<file path="src/rtl/fetch_ifu.sv">
// fetch_ifu: icache fetch-port initiator with credit-limited issue and an in-order decode queue.
// Define FETCH_BYPASS_EN to forward a response straight to decode when the queue is empty.
module fetch_ifu #(
    parameter logic [29:0] RESET_ADDR = 30'h2000_0000,
    parameter int unsigned FQ_DEPTH   = 4
) (
    input  logic        clk,
    input  logic        rst,
    input  logic        redirect_valid,
    input  logic [29:0] redirect_addr,
    output logic        fetch_ic_req,
    output logic [29:0] fetch_ic_addr,
    output logic        fetch_ic_flush,
    input  logic        icache_ready,
    input  logic        icache_valid,
    input  logic        icache_error,
    input  logic [31:0] icache_data,
    output logic        fetch_de_valid,
    output logic [29:0] fetch_de_addr,
    output logic [31:0] fetch_de_insn,
    output logic        fetch_de_error,
    input  logic        decode_ready
);
    localparam int unsigned   AW        = $clog2(FQ_DEPTH);
    localparam logic [AW+1:0] DEPTH_LIM = (AW+2)'(FQ_DEPTH);
    localparam logic [AW:0]   CNT_ONE   = (AW+1)'(1);
    localparam logic [AW-1:0] PTR_ONE   = AW'(1);

    typedef enum logic {RUN, HALT} state_t;
    state_t state_q, state_d;

    logic [29:0]   pc_q, resp_pc_q;
    logic [AW:0]   inflight_q, count_q;
    logic [AW-1:0] rd_ptr_q, wr_ptr_q;
    logic [29:0]   fq_addr [FQ_DEPTH];
    logic [31:0]   fq_insn [FQ_DEPTH];
    logic          fq_err  [FQ_DEPTH];

    logic          running, q_empty, issue, resp, bypass, enq, deq;
    logic [AW+1:0] credit_used;

    assign running     = (state_q == RUN);
    assign q_empty     = (count_q == '0);
    // Every issued request owns a queue slot until it is dequeued, so responses never stall.
    assign credit_used = {1'b0, count_q} + {1'b0, inflight_q};
    assign issue       = running && icache_ready && !redirect_valid && !rst
                         && (credit_used < DEPTH_LIM);
    assign resp        = icache_valid && !redirect_valid && !rst;

`ifdef FETCH_BYPASS_EN
    assign bypass = resp && running && q_empty && decode_ready;
`else
    assign bypass = 1'b0;
`endif

    assign enq = resp && running && !bypass;
    assign deq = !rst && !redirect_valid && !q_empty && decode_ready;

    always_comb begin
        state_d = state_q;
        if (resp && running && icache_error)
            state_d = HALT;
    end

    assign fetch_ic_req   = issue;
    assign fetch_ic_addr  = pc_q;
    assign fetch_ic_flush = rst | redirect_valid;

`ifdef FETCH_BYPASS_EN
    assign fetch_de_valid = !rst && (!q_empty || bypass);
    assign fetch_de_addr  = bypass ? resp_pc_q   : fq_addr[rd_ptr_q];
    assign fetch_de_insn  = bypass ? icache_data : fq_insn[rd_ptr_q];
    assign fetch_de_error = !rst && (bypass ? icache_error : (!q_empty && fq_err[rd_ptr_q]));
`else
    assign fetch_de_valid = !rst && !q_empty;
    assign fetch_de_addr  = fq_addr[rd_ptr_q];
    assign fetch_de_insn  = fq_insn[rd_ptr_q];
    assign fetch_de_error = !rst && !q_empty && fq_err[rd_ptr_q];
`endif

    always_ff @(posedge clk) begin
        if (rst) begin
            state_q    <= RUN;
            pc_q       <= RESET_ADDR;
            resp_pc_q  <= RESET_ADDR;
            inflight_q <= '0;
            count_q    <= '0;
            rd_ptr_q   <= '0;
            wr_ptr_q   <= '0;
        end else if (redirect_valid) begin
            state_q    <= RUN;
            pc_q       <= redirect_addr;
            resp_pc_q  <= redirect_addr;
            inflight_q <= '0;
            count_q    <= '0;
            rd_ptr_q   <= '0;
            wr_ptr_q   <= '0;
        end else begin
            state_q <= state_d;
            if (issue)
                pc_q <= pc_q + 30'd1;
            if (resp)
                resp_pc_q <= resp_pc_q + 30'd1;
            if (issue && !resp)
                inflight_q <= inflight_q + CNT_ONE;
            else if (!issue && resp)
                inflight_q <= inflight_q - CNT_ONE;
            if (enq)
                wr_ptr_q <= wr_ptr_q + PTR_ONE;
            if (deq)
                rd_ptr_q <= rd_ptr_q + PTR_ONE;
            if (enq && !deq)
                count_q <= count_q + CNT_ONE;
            else if (!enq && deq)
                count_q <= count_q - CNT_ONE;
        end
    end

    always_ff @(posedge clk) begin
        if (enq) begin
            fq_addr[wr_ptr_q] <= resp_pc_q;
            fq_insn[wr_ptr_q] <= icache_data;
            fq_err[wr_ptr_q]  <= icache_error;
        end
    end

endmodule

</file>
<file path="config.mk">
export PLATFORM = sky130hd
export DESIGN_NAME = fetch_ifu
export DESIGN_NICKNAME = d
export VERILOG_FILES = /design/src/rtl/fetch_ifu.sv
export SDC_FILE = /design/constraint.sdc
export NUM_CORES = 1
export LEC_CHECK = 0
export BUFFER_PORTS_ARGS = -buffer_cell sky130_fd_sc_hd__clkbuf_2
export CORE_ASPECT_RATIO = 0.75
export CORE_MARGIN = 4
export CORE_UTILIZATION = 45
export CTS_CLUSTER_DIAMETER = 80
export DETAILED_ROUTE_END_ITERATION = 10
export SLEW_MARGIN = 20
export SYNTH_ARGS = -nofsm -noshare
export SYNTH_HDL_FRONTEND = slang
export SYNTH_SLANG_ARGS = --single-unit
</file>
<file path="constraint.sdc">
create_clock -name clk -period 3 [get_ports clk]
set_clock_uncertainty 0.05 [all_clocks]
set_input_delay 0 -clock clk [delete_from_list [all_inputs] [get_ports clk]]
set_output_delay 0 -clock clk [all_outputs]
set_load 0.02 [all_outputs]
</file>
==> results of run 1 <==
## layout by cell type, fill, tap and decap left out, drive strengths merged, types with 9 or more instances in the layout
master,instances
clkbuf,213
a21oi,25
and4,11
o21ai,15
a21boi,9
xor2,21
edfxtp,252
a31oi,16
dlygate4sd3,68
inv,18
buf,19
a211oi,13
dfxtp,73
nor4,11
ha,10
nand3,24
and2,14
nand4,21
xnor2,18
clkinv,11
nor2,37
mux4,63
nand2,56
nor3,14
## power groups by stage
stage,registers (W),clock network [W],logic [W]
6_report,0.00505,0.00397,0.000542
5_1_grt,0.00506,0.00429,0.000595
4_1_cts,0.00505,0.00407,0.000546
3_5_place_dp,0.00515,0,0.000475
3_3_place_gp,0.00514,0,0.000472
2_1_floorplan,0.00514,0,0.000254
## worst max path at each step
stage / slack, ns / cells after the start / end / from
6_report: 0.43 / 6 / resp_pc_q[29] / resp_pc_q[17]
5_1_grt: 0.28 / 6 / resp_pc_q[29] / resp_pc_q[17]
3_3_place_gp: 0.73 / 10 / inflight_q[2] / inflight_q[2]
3_5_place_dp: 0.70 / 10 / inflight_q[2] / inflight_q[2]
2_1_floorplan: 0.33 / 2 / fq_addr[1][0] / state_q
4_1_cts: 0.42 / 6 / resp_pc_q[29] / resp_pc_q[17]
## layout make-up
class	count	area share
Timing Repair Buffer	251	0.105
Sequential cell	325	0.553
Tap cell	392	0.0300
Clock inverter	13	0.00490
Inverter	16	0.00367
Clock buffer	49	0.0599
Multi-Input combinational cell	441	0.244
## worst reg2reg max path, cell delays in order, from the launching register on
cell	delay, ns
dfxtp_1	0.58
nand4_1	0.41
nor3_1	0.42
nand4_1	0.17
xor2_1	0.19
a22oi_1	0.08
dlygate4sd3_1	0.57
## sequential cells by signal (all words and copies together), names as in the netlist, named ones only
| signal | count |
|---|---|
| count_q | 3 |
| fetch_ic_addr | 30 |
| fq_addr | 120 |
| fq_err | 4 |
| fq_insn | 128 |
| inflight_q | 3 |
| rd_ptr_q | 2 |
| resp_pc_q | 30 |
| state_q | 1 |
| wr_ptr_q | 2 |
## per-stage QoR
stage                     hold slack (ns)  utilization
final                               0.200        0.563
after global placement              0.174        0.503
after CTS                           0.178        0.563
after floorplan                    0.0489            -
after detailed placement            0.173        0.503
after global routing                0.203        0.563
## routing by layer
metal | GRT usage | part of all wire | up-vias
met4 | 0.0393 | 0.015 | 0
met5 | 0 | 0 | -
li1 | - | - | 3750
met3 | 0.0350 | 0.056 | 36
met2 | 0.269 | 0.44 | 215
met1 | 0.288 | 0.49 | 4064
## kinds of logic after synthesis
family | share of synthesized area
AOI/OAI and AO/OA | 0.0479
and+or+nand+nor | 0.0951
adders and majority gates | 0.0124
muxes | 0.118
buffers and inverters | 0.0211
xor gates and xnor gates | 0.0257
DFF | 0.680
==> results.json, run 1 <==
{
  "holdBufCountCts": 68,
  "crit_slowest_cell": "dfxtp_1",
  "tns_ns": 0,
  "period_needed_ns": 2.57,
  "dp_slack_ns": 0.702,
  "place_area_mm2": 0.0146,
  "grt_max_degree": 64,
  "cap_viol_max_count": 0,
  "switchingPower_w": 0.00210,
  "p_int_w": 0.00746,
  "r2r_start": "resp_pc_q[17]",
  "post_synth_num_cell_types": 63,
  "hold-path-cell-count": 2,
  "route.antenna.remaining_nets": 0,
  "yosysMostFrequentCell": "edfxtp_1",
  "core_mm2": 0.0291,
  "h-tree-depth": 2,
  "cp_max_fo": 9,
  "slew_violations": 0,
  "grt_pass1_vias": 8034,
  "path_class": "reg2reg",
  "max_freq_ghz": 0.389,
  "ys_seq_elements": 325,
  "n_antenna_cell": 0,
  "cpLargestDelayFamily": "simple AND/OR/NAND/NOR gates",
  "status": "completed",
  "cts.clk_slew.worst_paths_ns": 0.06,
  "leakagePower_nw": 5.63,
  "fillers": 2351,
  "setup_violations": 0,
  "hold_viol_final": 0,
  "dpl.hpwl_um": 19100,
  "io_pins": 165,
  "row_count": 54,
  "async_flop_share": 0,
  "dieWidth_um": 206,
  "cts_root_buffer": "clkbuf_16",
  "rr_worst_depth": 6,
  "synth.avg_cell_area_um2": 16.1,
  "whs_endpoint": "fq_insn[3][0]",
  "cts_buffers": 34,
  "post-synth-top-area-fraction": 0.570,
  "drive_gt1_frac": 0.299,
  "yosys-top-cells-area": "edfxtp_1 (57%), dfxtp_1 (11%), mux4_2 (11%), nand2_1 (1.6%), xor2_1 (1.4%)",
  "area_growth_pct": 23.1,
  "netlist_instances": 827,
  "fin_area_mm2": 0.0163,
  "relSlewSlack": 0.520,
  "placed_cells": 1357,
  "power_frac_comb": 0.057,
  "path_buf_inv": 1,
  "peakVddDrop_mv": 0.385,
  "die_h_um": 157,
  "viasPerCell": 5.42,
  "synth_edf_count": 252,
  "start_util": 0.457,
  "end_kind": "flop",
  "worstSkewPairLatency_ns": 0.51,
  "drc_errors": 0,
  "wl_per_cell_um": 19.8,
  "grt_pass1_wl_um": 46400,
  "multiInputGateArea_mm2": 0.00398,
  "synth.cells.most_frequent": "edfxtp_1 (252), dfxtp_1 (73), mux4_2 (63)",
  "synth_flop_cell": "edfxtp_1",
  "antenna_found_initial": 0,
  "final_nets": 1150,
  "place_congestion": 0.825,
  "drt-total-wl_um": 29400,
  "power_w": 0.00957,
  "worst_path_largest_cell_delay_ns": 0.58,
  "port_buffers": 164,
  "cts_resized": 0,
  "p_per_area_mw_per_mm2": 585,
  "pwr-share-seq": 0.528,
  "required_ns": 3.34,
  "track_usage": 0.184,
  "regToRegEndpoint": "resp_pc_q[29]",
  "seq_area_frac_synth": 0.680,
  "crit_top_cell": "nand4_1",
  "switching_share": 0.220,
  "crit_arrival_ns": 2.91,
  "synth_nets": 908,
  "synth_largest_area_cell": "edfxtp_1",
  "worst_pin_slew_ns": 0.718,
  "ys_warn_count": 0,
  "hp-start": "icache_data[0]",
  "seq_area_mm2": 0.00904,
  "post-route-period-util": 0.856,
  "overflow": 0,
  "postCtsSetupRepairBufs": 0,
  "dieArea_mm2": 0.0324,
  "cp_cell_sequence": "nand4_1 -> nor3_1 -> nand4_1 -> xor2_1 -> a22oi_1 -> dlygate4sd3_1",
  "vias": 8065,
  "dr.first_iter.drc_count": 520,
  "setup_slack_ns": 0.432,
  "clockPowerShare": 0.415,
  "syn_area_mm2": 0.0133,
  "final_cells": 1487,
  "rsz0062_at_grt": "no",
  "startpoint_type": "flop",
  "drt_pre_antenna_iters": 5,
  "hp-class": "in2reg",
  "clockBufferDepth": 3,
  "cts_num_sinks": 325,
  "r2r_slack_ns": 0.43,
  "cts_tree": "built"
}
No activity file was read; power rests on OpenSTA's default activity.
==> run 2: changes to the inputs <==
- CELL_PAD_IN_SITES_DETAIL_PLACEMENT: unset -> 1
- CELL_PAD_IN_SITES_GLOBAL_PLACEMENT: unset -> 1
- PLACE_DENSITY_LB_ADDON: unset -> 0.1
==> results.json, run 2 (synthesized netlist as in run 1, its figures left out) <==
{
  "hp-class": "in2reg",
  "dieArea_mm2": 0.0324,
  "track_usage": 0.202,
  "overflow": 0,
  "leakagePower_nw": 5.63,
  "fillers": 2823,
  "cp_max_fo": 9,
  "postCtsSetupRepairBufs": 0,
  "gr-max-usage-layer": "met2",
  "top_register": "fq_insn",
  "max_freq_ghz": 0.398,
  "dr.first_iter.drc_count": 500,
  "largest_reg_flops": 128,
  "area_growth_pct": 23.3,
  "crit_slowest_cell": "dlygate4sd3_1",
  "hp-start": "icache_ready",
  "grt_pass1_wl_um": 50500,
  "place_area_mm2": 0.0146,
  "cts.clk_slew.worst_paths_ns": 0.06,
  "drt-total-wl_um": 31900,
  "io_pins": 165,
  "hold_viol_final": 0,
  "setup_slack_ns": 0.486,
  "peakVddDrop_mv": 0.373,
  "r2r_start": "resp_pc_q[17]",
  "worstSkewPairLatency_ns": 0.52,
  "cp_cell_sequence": "nand4_1 -> nor3_1 -> nand4_1 -> xor2_1 -> a22oi_1 -> dlygate4sd3_1",
  "worst_path_largest_cell_delay_ns": 0.57,
  "dp_slack_ns": 0.696,
  "power_w": 0.00966,
  "period_needed_ns": 2.51,
  "path_buf_inv": 1,
  "crit_arrival_ns": 2.87,
  "drc_errors": 0,
  "dpl.hpwl_um": 20600,
  "port_buffers": 164,
  "dieWidth_um": 206,
  "fin_area_mm2": 0.0164,
  "cts_tree": "built",
  "met1_usage": 0.283,
  "setup_violations": 0,
  "h-tree-depth": 2,
  "rsz0062_at_grt": "no",
  "core_mm2": 0.0291,
  "placed_cells": 1356,
  "wl_per_cell_um": 21.5,
  "layout_commonest_cell": "edfxtp_1",
  "path_class": "reg2reg",
  "cpLargestDelayFamily": "simple AND/OR/NAND/NOR gates",
  "start_util": 0.457,
  "row_count": 54,
  "gr-usage-met3": 0.0425,
  "startpoint_type": "flop",
  "viasPerCell": 5.38,
  "vias": 7990,
  "antenna_found_initial": 0,
  "clockBufferDepth": 3,
  "p_per_area_mw_per_mm2": 590,
  "post-route-period-util": 0.838,
  "die_h_um": 157,
  "drt_pre_antenna_iters": 4,
  "worst_pin_slew_ns": 0.832,
  "cts_num_sinks": 325,
  "status": "completed",
  "end_kind": "flop",
  "n_antenna_cell": 0,
  "crit_top_cell": "nand4_1",
  "grt_max_degree": 63,
  "grt_pass1_vias": 8610,
  "tns_ns": 0,
  "final_cells": 1484,
  "required_ns": 3.35,
  "reg_top3": "fq_insn (128), fq_addr (120)",
  "timing.critical_path.from": "resp_pc_q[17]",
  "slew_violations": 0,
  "relSlewSlack": 0.443,
  "grtUsageMet2": 0.330,
  "cts_buffers": 34,
  "route.antenna.remaining_nets": 0,
  "cts_root_buffer": "clkbuf_16",
  "cap_viol_max_count": 0,
  "final_nets": 1149,
  "final_cell_mix": "edfxtp_1 (252), clkbuf_2 (164), dfxtp_1 (71)",
  "drive_gt1_frac": 0.297,
  "place_congestion": 0.758
}
-- run 2: cell count changes in the layout (fill, tap and decap cells not counted), moves of 2 or more --
cell	previous run	this run
clkinv_2	8	2
clkbuf_1	9	6
clkinv_1	3	6
buf_4	13	11
clkbuf_8	5	7
clkinvlp_4	0	2
-- run 2: layout make-up --
type | instances | area [um^2] | area share
repair buffers | 250 | 1720 | 0.105
multi-input cells | 441 | 3980 | 0.243
clock buffers | 48 | 995 | 0.0608
flip-flops and latches | 325 | 9030 | 0.552
inverters | 16 | 60.1 | 0.00367
clock inverters | 12 | 86.3 | 0.00527
well taps | 392 | 490 | 0.0300
-- run 2: path summary, 6_finish.rpt --
| path | endpoint | slack, ns | depth (start not counted) |
|---|---|---|---|
| worst min-delay path | fetch_ic_addr[28] | 0.21 | 7 |
| worst max-delay path | resp_pc_q[29] | 0.49 | 6 |
| worst min register to register | inflight_q[2] | 0.45 | 2 |
| worst max register to register | resp_pc_q[29] | 0.49 | 6 |
-- run 2: power breakdown --
part           leakage, nW  switching (W)  internal, W
Clock                0.525        0.00167      0.00239
Sequential            2.88       0.000110      0.00494
Combinational         2.23       0.000310     0.000239
-- run 2: per-stage QoR --
| step | utilization | hold WS (ns) |
|---|---|---|
| floorplan | - | 0.0489 |
| global placement | 0.503 | 0.172 |
| detailed placement | 0.503 | 0.170 |
| CTS | 0.564 | 0.164 |
| global route | 0.564 | 0.198 |
| finish | 0.564 | 0.206 |
-- run 2: timing repair --
action	4_1_cts	5_1_grt
resized for setup	0	0
hold endpoints to repair	197	0
hold buffers	68	0
-- run 2: per-layer routing --
layer | wire (um) | up-vias
met3 | 1440 | 35
met2 | 15900 | 137
met5 | 0 | -
met4 | 446 | 0
met1 | 14100 | 4079
li1 | - | 3739
-- run 2: tightest hold or removal path, cell delays in order --
cell and delay (ns):
clkbuf_2 0.08, nor4b_4 0.12, nand3_2 0.07, inv_1 0.05, buf_4 0.21, o21ai_0 0.10, a21oi_1 0.07
==> run 3: changes to the inputs <==
- CORE_UTILIZATION: 45 -> 44
- clock period: 3 -> 2.15 ns (I/O delays scaled with it)
==> results.json, run 3 (synthesized netlist as in run 1, its figures left out) <==
{
  "path_class": "reg2reg",
  "grt_pass1_wl_um": 51600,
  "leakagePower_nw": 5.91,
  "met1_usage": 0.283,
  "worstSkewPairLatency_ns": 0.51,
  "hold_viol_final": 0,
  "cp_max_fo": 4,
  "antenna_found_initial": 0,
  "startpoint_type": "flop",
  "period_needed_ns": 2.16,
  "start_util": 0.452,
  "track_usage": 0.199,
  "rr_worst_depth": 10,
  "largest_reg_flops": 128,
  "overflow": 0,
  "drt-total-wl_um": 32900,
  "place_congestion": 0.770,
  "final_nets": 1198,
  "area_growth_pct": 27.9,
  "top_register": "fq_insn",
  "crit_arrival_ns": 2.53,
  "clockBufferDepth": 3,
  "gr-max-usage-layer": "met2",
  "slew_violations": 0,
  "worst_pin_slew_ns": 0.655,
  "tns_ns": -0.00793,
  "status": "complete, but fails checks",
  "reg_top3": "fq_insn (128), fq_addr (120)",
  "dieWidth_um": 209,
  "port_buffers": 164,
  "gr-usage-met3": 0.0311,
  "dr.first_iter.drc_count": 433,
  "dpl.hpwl_um": 21800,
  "multiInputGateArea_mm2": 0.00409,
  "p_per_area_mw_per_mm2": 803,
  "die_h_um": 158,
  "clockPowerShare": 0.421,
  "placed_cells": 1403,
  "end_kind": "flop",
  "cts.clk_slew.worst_paths_ns": 0.06,
  "row_count": 54,
  "wl_per_cell_um": 21.5,
  "drc_errors": 0,
  "final_cells": 1534,
  "crit_slowest_cell": "dfxtp_4",
  "required_ns": 2.52,
  "h-tree-depth": 2,
  "setup_violations": 1,
  "hp-class": "in2reg",
  "peakVddDrop_mv": 0.441,
  "grt_pass1_vias": 8831,
  "cap_viol_max_count": 0,
  "regToRegEndpoint": "inflight_q[2]",
  "switching_share": 0.218,
  "rsz0062_at_grt": "yes",
  "r2r_slack_ns": -0.008,
  "grtUsageMet2": 0.331,
  "p_int_w": 0.0107,
  "seq_area_mm2": 0.00905,
  "hold-path-cell-count": 4,
  "post-route-period-util": 1.00,
  "fillers": 2811,
  "worst_path_largest_cell_delay_ns": 0.36,
  "r2r_start": "count_q[2]",
  "vias": 8307,
  "viasPerCell": 5.42,
  "final_cell_mix": "edfxtp_1 (252), clkbuf_2 (164), dfxtp_1 (67)",
  "pwr-share-seq": 0.513,
  "cts_num_sinks": 325,
  "switchingPower_w": 0.00297,
  "route.antenna.remaining_nets": 0,
  "core_mm2": 0.0294,
  "drt_pre_antenna_iters": 4,
  "relSlewSlack": 0.563,
  "grt_max_degree": 54,
  "layout_commonest_cell": "edfxtp_1",
  "hp-start": "rst",
  "setup_slack_ns": -0.00793,
  "dieArea_mm2": 0.0331,
  "n_antenna_cell": 0,
  "max_freq_ghz": 0.463,
  "violations": "setup timing",
  "drive_gt1_frac": 0.347,
  "cts_tree": "built",
  "io_pins": 165,
  "cp_cell_sequence": "ha_4 -> nor3_4 -> nand3_2 -> inv_2 -> ha_4 -> inv_2 -> fa_2 -> xor2_2 -> or3_1 -> a21oi_1",
  "whs_endpoint": "resp_pc_q[29]",
  "cts_root_buffer": "clkbuf_16",
  "cts_buffers": 34,
  "power_frac_comb": 0.066
}
-- run 3: cell types whose count changed in the layout (fill, tap and decap cells not counted), sizes merged --
| cell | previous run | this run |
|---|---|---|
| bufinv | 1 | 3 |
| dlygate4sd3 | 68 | 66 |
| inv | 17 | 16 |
| clkinv | 8 | 14 |
| clkinvlp | 2 | 3 |
| clkbuf | 212 | 205 |
| buf | 18 | 69 |
-- run 3: power groups by stage --
stage / clock network (W) / registers [W] / logic (W)
final: 0.00574 / 0.00699 / 0.000905
after global routing: 0.00622 / 0.00701 / 0.000983
after CTS: 0.00589 / 0.00699 / 0.000909
after detailed placement: 0 / 0.00713 / 0.000799
after global placement: 0 / 0.00712 / 0.000781
after floorplan: 0 / 0.00717 / 0.000362
-- run 3: worst max path at each step --
stage | startpoint | end | slack [ns] | cells after the start
floorplan | count_q[2] | inflight_q[2] | -0.13 | 11
global placement | count_q[2] | inflight_q[2] | -0.008 | 10
detailed placement | count_q[2] | inflight_q[2] | -0.06 | 10
CTS | count_q[2] | inflight_q[2] | -0.01 | 10
global route | count_q[2] | inflight_q[2] | -0.11 | 10
finish | count_q[2] | inflight_q[2] | -0.008 | 10
-- run 3: repair_timing --
item / CTS / global route
hold buffers: 66 / 0
gates resized for setup: 14 / 5
setup buffers: 4 / 0
pin swaps: 6 / 7
setup endpoints to repair: 21 / 5
endpoints found under the hold margin: 200 / 0
-- run 3: layout make-up --
type,count,share of cell area
clock buffer,41,0.0535
tap,392,0.0289
clock inverter,20,0.0107
multi-input combinational,441,0.241
inverter,16,0.00353
timing repair buffer,299,0.130
sequential,325,0.533
-- run 3: routing by layer --
| metal | vias up | share of wire |
|---|---|---|
| met4 | 0 | 0.013 |
| met5 | - | 0 |
| li1 | 3851 | - |
| met2 | 147 | 0.49 |
| met3 | 33 | 0.036 |
| met1 | 4276 | 0.46 |
-- run 3: through the flow --
step	total power, W	worst slack (ns)	area (um^2)	hold slack (ns)	utilization
2_1_floorplan	0.00753	-0.134	13300	0.0489	-
3_3_place_gp	0.00791	-0.00807	15100	0.171	0.514
3_5_place_dp	0.00793	-0.0649	15100	0.177	0.514
4_1_cts	0.0138	-0.0129	17000	0.0266	0.577
5_1_grt	0.0142	-0.109	17000	0.0938	0.578
6_report	0.0136	-0.00793	17000	0.0634	0.578
-- run 3: worst max-delay path: cells and delay by family, from the launching register on --
kind	cells	cell delay [ns]
DFF	1	0.36
buffers and inverters	2	0.13
and+or+nand+nor	3	0.54
xor gates and xnor gates	1	0.16
AOI/OAI and AO/OA	1	0.12
adders and majority gates	3	0.73
